### src/rtl/multicycle_ctrl.sv
// Multi-cycle control FSM for the RV64 base core: sequences fetch/decode/exec/mem/wb
// for R-type, load, store and branch, with sticky illegal-opcode and memory-timeout flags.
module multicycle_ctrl #(
  parameter int unsigned WAIT_MAX = 15
) (
  input  logic        clk,
  input  logic        rst_n,
  input  logic [31:0] instr,
  input  logic        zero,
  input  logic        imem_ready,
  input  logic        dmem_ready,
  output logic        imem_req,
  output logic        dmem_req,
  output logic        dmem_we,
  output logic        ir_we,
  output logic        pc_we,
  output logic        pc_src,
  output logic        alu_src_b,
  output logic [1:0]  alu_op,
  output logic        reg_we,
  output logic        wb_sel,
  output logic [2:0]  state,
  output logic        illegal,
  output logic        timeout
);

  typedef enum logic [2:0] {
    S_FETCH  = 3'd0,
    S_DECODE = 3'd1,
    S_EXEC   = 3'd2,
    S_MEM    = 3'd3,
    S_WB     = 3'd4,
    S_HALT   = 3'd5
  } state_t;

  typedef enum logic [1:0] {
    C_R      = 2'd0,
    C_LOAD   = 2'd1,
    C_STORE  = 2'd2,
    C_BRANCH = 2'd3
  } class_t;

  localparam logic [6:0] OP_R      = 7'b0110011;
  localparam logic [6:0] OP_LOAD   = 7'b0000011;
  localparam logic [6:0] OP_STORE  = 7'b0100011;
  localparam logic [6:0] OP_BRANCH = 7'b1100011;

  // Index of the last tolerated request cycle; unused when WAIT_MAX is 0.
  localparam logic [7:0] WAIT_LAST = 8'((WAIT_MAX == 0) ? 0 : (WAIT_MAX - 1));
  localparam bit         WAIT_EN   = (WAIT_MAX != 0);

  state_t      cur_state, nxt_state;
  class_t      cls, dec_cls;
  logic        dec_ok;
  logic [7:0]  wait_cnt;
  logic        illegal_q, timeout_q;
  logic        req_state, ready, timeout_evt, taken;
  logic        instr_unused;

  assign instr_unused = ^instr[31:15];

  assign req_state   = (cur_state == S_FETCH) || (cur_state == S_MEM);
  assign ready       = (cur_state == S_FETCH) ? imem_ready : dmem_ready;
  assign timeout_evt = req_state && !ready && WAIT_EN && (wait_cnt == WAIT_LAST);
  assign taken       = instr[12] ? !zero : zero;

  always_comb begin
    dec_cls = C_R;
    dec_ok  = 1'b1;
    case (instr[6:0])
      OP_R:      dec_cls = C_R;
      OP_LOAD:   dec_cls = C_LOAD;
      OP_STORE:  dec_cls = C_STORE;
      OP_BRANCH: begin
        dec_cls = C_BRANCH;
        dec_ok  = (instr[14:13] == 2'b00);
      end
      default:   dec_ok = 1'b0;
    endcase
  end

  always_comb begin
    nxt_state = cur_state;
    imem_req  = 1'b0;
    dmem_req  = 1'b0;
    dmem_we   = 1'b0;
    ir_we     = 1'b0;
    pc_we     = 1'b0;
    pc_src    = 1'b0;
    alu_src_b = 1'b0;
    alu_op    = 2'b00;
    reg_we    = 1'b0;
    wb_sel    = 1'b0;
    case (cur_state)
      S_FETCH: begin
        imem_req = 1'b1;
        if (imem_ready) begin
          ir_we     = 1'b1;
          nxt_state = S_DECODE;
        end else if (timeout_evt) begin
          nxt_state = S_HALT;
        end
      end
      S_DECODE: nxt_state = dec_ok ? S_EXEC : S_HALT;
      S_EXEC: begin
        case (cls)
          C_R: begin
            alu_op    = 2'b10;
            nxt_state = S_WB;
          end
          C_LOAD, C_STORE: begin
            alu_src_b = 1'b1;
            nxt_state = S_MEM;
          end
          default: begin
            alu_op    = 2'b01;
            pc_we     = 1'b1;
            pc_src    = taken;
            nxt_state = S_FETCH;
          end
        endcase
      end
      S_MEM: begin
        dmem_req = 1'b1;
        dmem_we  = (cls == C_STORE);
        if (dmem_ready) begin
          if (cls == C_STORE) begin
            pc_we     = 1'b1;
            nxt_state = S_FETCH;
          end else begin
            nxt_state = S_WB;
          end
        end else if (timeout_evt) begin
          nxt_state = S_HALT;
        end
      end
      S_WB: begin
        reg_we    = (instr[11:7] != 5'd0);
        wb_sel    = (cls == C_LOAD);
        pc_we     = 1'b1;
        nxt_state = S_FETCH;
      end
      default: nxt_state = S_HALT;
    endcase
  end

  // Wait counter restarts on any state change and saturates so a disabled timeout never wraps.
  always_ff @(posedge clk) begin
    if (!rst_n) begin
      cur_state <= S_FETCH;
      cls       <= C_R;
      wait_cnt  <= 8'd0;
      illegal_q <= 1'b0;
      timeout_q <= 1'b0;
    end else begin
      cur_state <= nxt_state;
      if (cur_state == S_DECODE) begin
        cls <= dec_cls;
        if (!dec_ok) illegal_q <= 1'b1;
      end
      if (timeout_evt) timeout_q <= 1'b1;
      if (nxt_state != cur_state)
        wait_cnt <= 8'd0;
      else if (req_state && !ready && (wait_cnt != 8'hFF))
        wait_cnt <= wait_cnt + 8'd1;
    end
  end

  assign state   = cur_state;
  assign illegal = illegal_q;
  assign timeout = timeout_q;

endmodule

### config.mk
export PLATFORM = sky130hd
export DESIGN_NAME = multicycle_ctrl
export DESIGN_NICKNAME = d
export VERILOG_FILES = /design/src/rtl/multicycle_ctrl.sv
export SDC_FILE = /design/constraint.sdc
export NUM_CORES = 1
export LEC_CHECK = 0
export ABC_AREA = 1
export BUFFER_PORTS_ARGS = -buffer_cell sky130_fd_sc_hd__buf_4
export CORE_MARGIN = 1.5
export CORE_UTILIZATION = 47
export CTS_BUF_LIST = sky130_fd_sc_hd__clkbuf_8
export DETAILED_ROUTE_END_ITERATION = 10
export GPL_TIMING_DRIVEN = 0
export PLACE_DENSITY = 0.84
export SLEW_MARGIN = 20
export SYNTH_ARGS = -nofsm -noshare
export SYNTH_HDL_FRONTEND = slang
export SYNTH_SLANG_ARGS = --single-unit
### constraint.sdc
create_clock -name clk -period 1.7 [get_ports clk]
set_input_delay 0.34 -clock clk [delete_from_list [all_inputs] [get_ports clk]]
set_output_delay 0.34 -clock clk [all_outputs]
set_load 0.05 [all_outputs]
==> flow_metrics.tcl <==
set metrics [dict create \
    status "finished with violations" \
    violations "negative setup slack" \
    yosysUniqueCellTypes 24 \
    syn_to_final_growth_pct 57.8 \
    hold_ws_ns 0.320 \
    peakVddDrop_mv 0.606 \
    initial_core_util_pct 50.0 \
    clock_latency_ns 0.25 \
    synth_nets 218 \
    drt_first_pass_iters 4 \
    finalHoldViolations 0 \
    setup_violations 10 \
    path_class "register to register" \
    drive_gt1_share_pct 44.4 \
    clock_sinks 15 \
    root_buffer "clkbuf_8" \
    htreeDepth 1 \
    coreArea_um2 2210 \
    rsz0062_at_grt "yes" \
    cts_tree "done" \
    wire_per_inst_um 13.9 \
    drc 0 \
    gp_congestion 0.833 \
    endpoint_kind "register" \
    holdBufCountCts 0 \
    antenna_found_initial 0 \
    finalWorstSetupSlack_ns -0.0579 \
    period_share_pct 103 \
    critPathTopFamily "simple AND/OR/NAND/NOR gates" \
    cp_max_fo 8 \
    num_antenna_cells 0 \
    final.setup.tns_ns -0.257 \
    p_leak_uw 0.000857 \
    nets 269 \
    critPathMaxStageDelay_ns 0.37 \
    grt_pass1_vias 1141 \
    cts_max_path_buffers 2 \
    grt_pass1_wl_um 4800 \
    relSlewSlack_pct 81.8 \
    grt_overflow 0 \
    yosys_warnings 0 \
    rr_startpoint "cls[0]" \
    rr_worst_depth 11 \
    yosysTopAreaCell "dfxtp_1" \
    min_path_cells 3 \
    synth_most_common_cell "inv_1" \
    hold_class "primary input to register" \
    rrSetupSlack_ns -0.06 \
    r2r_end "wait_cnt[5]" \
    finalPower_uw 1150 \
    drtIter0Drc 53 \
    die_x_um 51.5 \
    synth_top_area_share_pct 27.1 \
    port_buffers 35 \
    whs_endpoint "cls[1]" \
    dieArea_um2 2650 \
    synth_ff_type "dfxtp_1" \
    dp_hpwl_um 2150 \
    period_needed_ns 1.76 \
    timing.critical_path.buf_inv 1 \
    num_vias 1356 \
    fmax_mhz 569 \
    seq_area_um2 319 \
    multiInputGateArea_um2 808 \
    cts_buffers 3 \
    ys_ff_latch 15 \
    start_kind "register" \
    grt_max_degree 9 \
    fp-row-count 17 \
    wl_um 3530 \
    worstPathRequired_ns 1.89 \
    final_cells 253 \
    slew_viol_final 0 \
    syn_area_um2 1110 \
    synthTopCellsByArea "dfxtp_1 27%, inv_1 15%, nand2_1 9.5%" \
    antenna_left 0 \
    utilization_pct 78.9 \
    syn_area_per_cell_um2 6.32 \
    synth_common_cells "43 x inv_1, 28 x nand2_1, 23 x nor2_1" \
    tightest_slew_ns 0.272 \
    synthArstFlopShare_pct 0 \
    crit_slowest_cell "dfxtp_4" \
    fillers 146 \
    p_per_area_nw_per_um2 659 \
    synth_edf_count 0 \
    arrival_ns 1.95 \
    die_y_um 51.5 \
    synth_cells 175 \
    track_usage_pct 24.1 \
    io_pins 53 \
    vias_per_cell 5.36 \
    cp_cell_sequence "inv_4, ha_4, nand4_1, nand2_1, nor2_2, nand3_1, nand2_1, nand3_2, nor2_4, nand2_4, nor2_1" \
    crit_top_cell "nand2_1" \
    finalClockSkew_ns 0.00290 \
    cap_violations 0 \
    path_clk_slew_ns 0.06 \
    min_from "rst_n" \
    ys_seq_area_share_pct 27.1 \
    placedCellCount 238 \
]
==> sequential cells by signal, summed over array words and instances, names as in the netlist <==
name	count
wait_cnt	8
state	3
cls	2
illegal	1
timeout	1
==> where the power goes <==
group	internal [µW]	total, µW	switching [µW]
Clock	160	288	128
Combinational	165	461	296
Sequential	369	401	32.2
Total	694	1150	456
==> cell families (layout without fill, tap and decap cells) <==
family                   after synthesis  in the layout  share of synthesized area [%]
AO/OA/AOI/OAI                         16             16                           8.37
adder cells (fa/ha/maj)                6              6                           6.79
AND/OR/NAND/NOR                       86             86                           36.9
buffers and inverters                 45             95                           15.3
flip-flops                            15             15                           27.1
XOR/XNOR                               7              7                           5.54
==> how the worst max path moves through the flow <==
stage	to	slack, ns	start	cells past startpoint
after floorplan	pc_we	-0.19	state[0]	4
after global placement	wait_cnt[6]	-0.03	cls[0]	11
after detailed placement	wait_cnt[3]	-0.09	cls[0]	11
after CTS	wait_cnt[3]	0.008	state[2]	11
after global routing	wait_cnt[5]	-0.13	wait_cnt[3]	11
final	wait_cnt[5]	-0.06	cls[0]	11
==> worst reg2reg max path, stage by stage (launching register included) <==
cell and delay, ns:
dfxtp_4 0.37, inv_4 0.05, ha_4 0.22, nand4_1 0.12, nand2_1 0.10, nor2_2 0.18
nand3_1 0.10, nand2_1 0.10, nand3_2 0.09, nor2_4 0.14, nand2_4 0.11, nor2_1 0.13
==> cell type report <==
type / instances / area share, %
multi-input cells: 115 / 46.3
repair buffers: 46 / 20.9
clock inverters: 1 / 0.215
flip-flops and latches: 15 / 18.3
well taps: 28 / 2.01
clock buffers: 3 / 2.37
inverters: 45 / 9.96
==> layout by cell type (no fill, tap or decap) <==
| master | netlist | layout |
|---|---|---|
| inv_4 | 0 | 2 |
| or4_1 | 1 | 1 |
| nand3_2 | 1 | 3 |
| a31oi_1 | 2 | 2 |
| xnor2_1 | 2 | 2 |
| inv_1 | 43 | 36 |
| nor3_1 | 2 | 1 |
| o21ai_0 | 6 | 5 |
| nand2_2 | 4 | 3 |
| nand4_1 | 5 | 5 |
| ha_4 | 0 | 3 |
| buf_4 | 0 | 41 |
| nor2_2 | 4 | 12 |
| nor2_4 | 1 | 6 |
| ha_1 | 6 | 3 |
| nor3_4 | 0 | 2 |
| dfxtp_4 | 0 | 5 |
| nor2_1 | 23 | 10 |
| nand3_1 | 15 | 13 |
| nand2_1 | 28 | 25 |
| clkbuf_8 | 0 | 3 |
| a21oi_1 | 5 | 4 |
| inv_2 | 2 | 8 |
| o21ai_1 | 0 | 1 |
| o211ai_1 | 1 | 1 |
| buf_6 | 0 | 5 |
| a21oi_2 | 0 | 1 |
| nand2_4 | 1 | 5 |
| o311ai_4 | 0 | 1 |
| dfxtp_1 | 15 | 10 |
| a41oi_1 | 1 | 1 |
| xor2_1 | 5 | 5 |
==> what timing repair did <==
item                                    4_1_cts  5_1_grt
hold endpoints to repair                      0        0
gates resized for setup                      18       32
setup buffers                                 4        8
pin swaps                                     5       16
endpoints found under the setup margin       14       13
==> layer usage <==
metal / track usage (%) / wire length (µm)
met1: 29.2 / 1390
met4: 7.89 / 117
met5: 0 / 0
met2: 44.0 / 1790
met3: 2.59 / 229
==> stage by stage <==
stage | instance area [µm²] | worst slack, ns
after floorplan | 1150 | -0.190
after global placement | 1450 | -0.0344
after detailed placement | 1450 | -0.0919
after CTS | 1570 | 0.00813
after global routing | 1750 | -0.132
final | 1750 | -0.0579
Note: power is estimated with default switching activity, not from simulation.
